`src/rtl/lfsr_pkg.sv`:
```
// rtl/lfsr_pkg.sv - shared mode encodings and default tap masks for lfsr_param
package lfsr_pkg;

    // Step-function selector as sampled on the mode input
    localparam logic MODE_FIB = 1'b0;
    localparam logic MODE_GAL = 1'b1;

    // Maximal-length defaults; Fibonacci masks select state bits XORed into the MSB,
    // Galois masks are toggled into the right-shifted state when bit 0 falls out
    localparam logic [3:0]  FIB_TAPS_4  = 4'b0011;
    localparam logic [3:0]  GAL_TAPS_4  = 4'b1001;
    localparam logic [7:0]  FIB_TAPS_8  = 8'b0001_1101;
    localparam logic [7:0]  GAL_TAPS_8  = 8'b1011_1000;
    localparam logic [15:0] FIB_TAPS_16 = 16'h6801;
    localparam logic [15:0] GAL_TAPS_16 = 16'hB400;

    localparam logic [3:0]  RESET_SEED_4 = 4'b0001;

endpackage

```
`src/rtl/lfsr_next.sv`:
```
// rtl/lfsr_next.sv - combinational one-step LFSR next-state function
module lfsr_next
    import lfsr_pkg::*;
#(
    parameter int               WIDTH    = 4,
    parameter logic [WIDTH-1:0] FIB_TAPS = FIB_TAPS_4,
    parameter logic [WIDTH-1:0] GAL_TAPS = GAL_TAPS_4
) (
    input  logic [WIDTH-1:0] cur,
    input  logic             mode,
    output logic [WIDTH-1:0] nxt
);

    logic             fib_fb;
    logic [WIDTH-1:0] fib_nxt;
    logic [WIDTH-1:0] gal_nxt;

    // Both step forms are computed every cycle; mode only picks which one is used
    always_comb begin
        fib_fb  = ^(cur & FIB_TAPS);
        fib_nxt = {fib_fb, cur[WIDTH-1:1]};
        gal_nxt = {1'b0, cur[WIDTH-1:1]} ^ ({WIDTH{cur[0]}} & GAL_TAPS);
        nxt     = (mode == MODE_GAL) ? gal_nxt : fib_nxt;
    end

endmodule

```
`src/rtl/lfsr_param.sv`:
```
// rtl/lfsr_param.sv - parametrised Fibonacci/Galois LFSR with lock-up recovery and period monitor
module lfsr_param
    import lfsr_pkg::*;
#(
    parameter int               WIDTH      = 4,
    parameter logic [WIDTH-1:0] FIB_TAPS   = FIB_TAPS_4,
    parameter logic [WIDTH-1:0] GAL_TAPS   = GAL_TAPS_4,
    parameter logic [WIDTH-1:0] RESET_SEED = RESET_SEED_4
) (
    input  logic             clk,
    input  logic             reset,
    input  logic             load,
    input  logic [WIDTH-1:0] seed,
    input  logic             enable,
    input  logic             mode,
    output logic [WIDTH-1:0] state,
    output logic             serial_out,
    output logic             lockup,
    output logic             wrap,
    output logic [WIDTH-1:0] period
);

    localparam logic [WIDTH-1:0] CNT_MAX = '1;
    localparam logic [WIDTH-1:0] ONE     = WIDTH'(1);

    logic [WIDTH-1:0] state_q;
    logic [WIDTH-1:0] seed_q;
    logic [WIDTH-1:0] cnt_q;
    logic [WIDTH-1:0] period_q;
    logic             wrap_q;
    logic [WIDTH-1:0] step_nxt;

    lfsr_next #(
        .WIDTH    (WIDTH),
        .FIB_TAPS (FIB_TAPS),
        .GAL_TAPS (GAL_TAPS)
    ) u_next (
        .cur  (state_q),
        .mode (mode),
        .nxt  (step_nxt)
    );

    // State, reference seed, step counter and period monitor; load beats enable beats hold
    always_ff @(posedge clk or negedge reset) begin
        if (!reset) begin
            state_q  <= RESET_SEED;
            seed_q   <= RESET_SEED;
            cnt_q    <= '0;
            period_q <= '0;
            wrap_q   <= 1'b0;
        end else if (load) begin
            state_q <= seed;
            seed_q  <= seed;
            cnt_q   <= '0;
            wrap_q  <= 1'b0;
        end else if (enable) begin
            if (state_q == '0) begin
                // All-zero is a fixed point of both step forms, so restart the sequence
                state_q <= RESET_SEED;
                seed_q  <= RESET_SEED;
                cnt_q   <= '0;
                wrap_q  <= 1'b0;
            end else begin
                state_q <= step_nxt;
                if (step_nxt == seed_q) begin
                    wrap_q   <= 1'b1;
                    period_q <= cnt_q + ONE;
                    cnt_q    <= '0;
                end else begin
                    wrap_q <= 1'b0;
                    if (cnt_q != CNT_MAX) begin
                        cnt_q <= cnt_q + ONE;
                    end
                end
            end
        end else begin
            wrap_q <= 1'b0;
        end
    end

    assign state      = state_q;
    assign serial_out = state_q[0];
    assign lockup     = (state_q == '0);
    assign wrap       = wrap_q;
    assign period     = period_q;

endmodule

```
`config.mk`:
```
export PLATFORM = sky130hd
export DESIGN_NAME = lfsr_param
export DESIGN_NICKNAME = d
export VERILOG_FILES = /design/src/rtl/lfsr_pkg.sv /design/src/rtl/lfsr_next.sv /design/src/rtl/lfsr_param.sv
export SDC_FILE = /design/constraint.sdc
export NUM_CORES = 1
export LEC_CHECK = 0
export BUFFER_PORTS_ARGS = -buffer_cell sky130_fd_sc_hd__buf_2
export CORE_MARGIN = 3
export CORE_UTILIZATION = 40
export CTS_BUF_LIST = sky130_fd_sc_hd__clkbuf_16
export DETAILED_ROUTE_END_ITERATION = 12
export PLACE_DENSITY = 0.6
export SLEW_MARGIN = 5
export SYNTH_ARGS = -nofsm -noshare
export SYNTH_HDL_FRONTEND = slang
export SYNTH_SLANG_ARGS = --single-unit
export TNS_END_PERCENT = 100
```
`constraint.sdc`:
```
create_clock -name clk -period 2.7 [get_ports clk]
set_clock_uncertainty 0.05 [all_clocks]
set_input_delay 0.27 -clock clk [delete_from_list [all_inputs] [get_ports clk]]
set_output_delay 0.27 -clock clk [all_outputs]
set_load 0.005 [all_outputs]
```
==> results.cfg <==
[worst_setup_path]
crit_arrival_ps = 2520
criticalPathCategory = flip-flop to flip-flop
required_ps = 2780
rr_worst_depth = 6
cp-start-kind = flip-flop
worst-r2r-setup-slack_ps = 260
cp_max_fo = 6
worst_setup_path_end_kind = flip-flop

[cts]
cts.sinks = 17
cts_tree = done
post_cts_buffers = 0
cts_made_buffers = 3
root_buffer = clkbuf_16
insertion_delay_ps = 250
cts_resized = 0
clk_pin_slew_ps = 50
clockBufferDepth = 2
htreeDepth = 1

[placement]
pre_cts_ws_ps = 272
port_buffers = 19
dp_hpwl_um = 1330
place_congestion = 0.727

[floorplanning]
die_w_um = 54.0
initial_core_util_pct = 44.7
design.die.area_sq_um = 2910
rows = 16
fp.dieH_um = 54.0
core_sq_um = 2060
io_pins = 20

[final_layout]
drive_gt1_share_pct = 27.3
fin_nets = 122
nFillCells = 189
area_growth_pct = 19.7
seqCellArea_sq_um = 428
multiInputGateArea_sq_um = 425
antenna_cells = 0

[global_routing]
grt_pass1_wl_um = 3140
grt_usage_pct = 15.4
grt_pass1_vias = 699
grt_max_degree = 18
grt_overflow_total = 0
antenna_found_initial = 0

[power_and_ir_drop]
power.leakage_nw = 0.585
power_density_nw_per_um2 = 667
irDropWorstVdd_v = 0.000358

[hold_path]
min_path_type = primary input to flip-flop
hold_depth = 3

[timing]
tightestPinTransition_ps = 616
rsz0062_at_grt = no
hold_viol_final = 0
setup_viol = 0
slew-limit-headroom_pct = 58.9
fin_ws_ps = 261
max_freq_ghz = 0.410
finalCriticalPeriod_ps = 2440
tns_ps = 0
hold_slack_ps = 190
report.final.slew_viol_count = 0
fin_crit_sh_pct = 90.3

[outcome]
status = finished, final reports clean

[drt]
wl_um = 1830
drt-initial-drc-count = 17
ant_nets = 0
first_pass_iters = 4
num_vias = 697
drc_errors = 0
wire_per_inst_um = 13.4
vias_per_cell = 5.09

[logic_synthesis]
synth_nets = 102
ys_types = 32
syn-cell-area_sq_um = 921
postSynthCellCount = 91
ys_seq_area_share_pct = 46.5
avgSynthCellArea_sq_um = 10.1
yosysWarnings = 0
synth-seq-cells = 17

[job]
drv_cap = 0
-- path summary, 6_finish.rpt --
check / startpoint / to
worst max-delay path: state[0]$_DFFE_PN1P_ / period[1]$_DFFE_PN0P_
worst min-delay path: seed[1] / seed_q[1]$_DFFE_PN0P_
worst min register to register: seed_q[0]$_DFFE_PN1P_ / seed_q[0]$_DFFE_PN1P_
max in group asynchronous: reset / seed_q[0]$_DFFE_PN1P_
min in group asynchronous: reset / seed_q[3]$_DFFE_PN0P_
worst max register to register: state[0]$_DFFE_PN1P_ / period[1]$_DFFE_PN0P_
-- layout make-up --
type / instances / area share, %
Clock buffer: 3 / 6.81
Clock inverter: 1 / 0.454
Inverter: 8 / 2.72
Multi-Input combinational cell: 61 / 38.6
Sequential cell: 17 / 38.8
Tap cell: 27 / 3.06
Timing Repair Buffer: 20 / 9.53
-- state kept, by name (all words and copies together) (netlist names) --
register	flops
seed_q	4
wrap	1
period	4
cnt_q	4
state	4
-- metrics by stage --
| step | utilization, % | power (mW) | std cells | cell area (sq um) |
|---|---|---|---|---|
| floorplan | - | 0.398 | 91 | 921 |
| global placement | 49.1 | 0.446 | 132 | 1010 |
| detailed placement | 49.1 | 0.446 | 132 | 1010 |
| CTS | 53.5 | 0.747 | 137 | 1100 |
| global route | 53.5 | 0.776 | 137 | 1100 |
| finish | 53.5 | 0.735 | 137 | 1100 |
-- logic make-up (layout without fill, tap and decap cells) --
logic type | Yosys count | in the layout | share of synthesized area (%)
buffers and inverters | 13 | 32 | 7.34
multiplexers | 8 | 8 | 10.3
flip-flops | 17 | 17 | 46.5
adder cells (fa/ha/maj) | 2 | 2 | 2.72
AND/OR/NAND/NOR | 25 | 25 | 12.6
AO/OA/AOI/OAI | 19 | 19 | 13.9
XOR/XNOR | 7 | 7 | 6.66
-- repair_timing --
action / 4_1_cts / 5_1_grt
setup endpoints to repair: 0 / 0
hold buffers: 1 / 0
hold endpoints to repair: 15 / 0
-- synth_stat cells --
cell type	count	share of area (%)
mux2_4	3	4.9
dfrtp_1	15	41
mux2i_1	5	5.4
or2_2	1	0.68
o21ai_0	2	1.1
nor2_1	5	2.0
or4_1	1	0.82
nand3_1	2	1.1
o211ai_1	1	0.82
xnor2_1	1	0.95
a21oi_1	7	3.8
buf_6	2	2.4
a41oi_1	1	0.95
xor2_1	6	5.7
o2111ai_2	1	1.6
nor2b_1	1	0.68
and3_1	1	0.68
nand2_1	11	4.5
nand3b_1	1	0.82
a211oi_1	1	0.82
inv_1	8	3.3
buf_4	1	0.82
o22ai_1	2	1.4
o31ai_1	1	0.82
nor3_1	1	0.54
a22o_1	1	0.95
nor3b_1	1	0.82
ha_1	2	2.7
clkbuf_1	2	0.82
a31oi_1	1	0.68
a2111oi_0	1	0.95
dfstp_2	2	5.7
-- placed cells by master (no fill, tap or decap), drive strengths merged, types with 2 or more instances in the layout --
cell type  Yosys  routed
inv            8       8
dfstp          2       2
dfrtp         15      15
nand2         11      11
clkbuf         2       3
ha             2       2
nor2           5       5
mux2           3       3
xor2           6       6
nand3          2       2
mux2i          5       5
a21oi          7       7
o21ai          2       2
o22ai          2       2
buf            3      19
-- where the power goes --
part           switching (mW)  total (mW)  internal (mW)
sequential             0.0245       0.310          0.286
combinational          0.0672       0.132         0.0648
clock                  0.0952       0.293          0.198
total                   0.187       0.735          0.548
-- critical path, stage by stage, from the launching register on --
cell,delay [ps]
dfstp_2,570
inv_1,50
ha_1,310
xor2_1,200
o2111ai_2,200
or4_1,590
mux2_4,340
-- routing by layer --
layer / track usage [%] / up-vias / wire, um
li1: - / 351 / -
met1: 21.0 / 328 / 911
met2: 22.0 / 16 / 816
met3: 3.60 / 2 / 83
met4: 8.71 / 0 / 19
met5: 0 / - / 0
(Power assumes the default switching activity.)
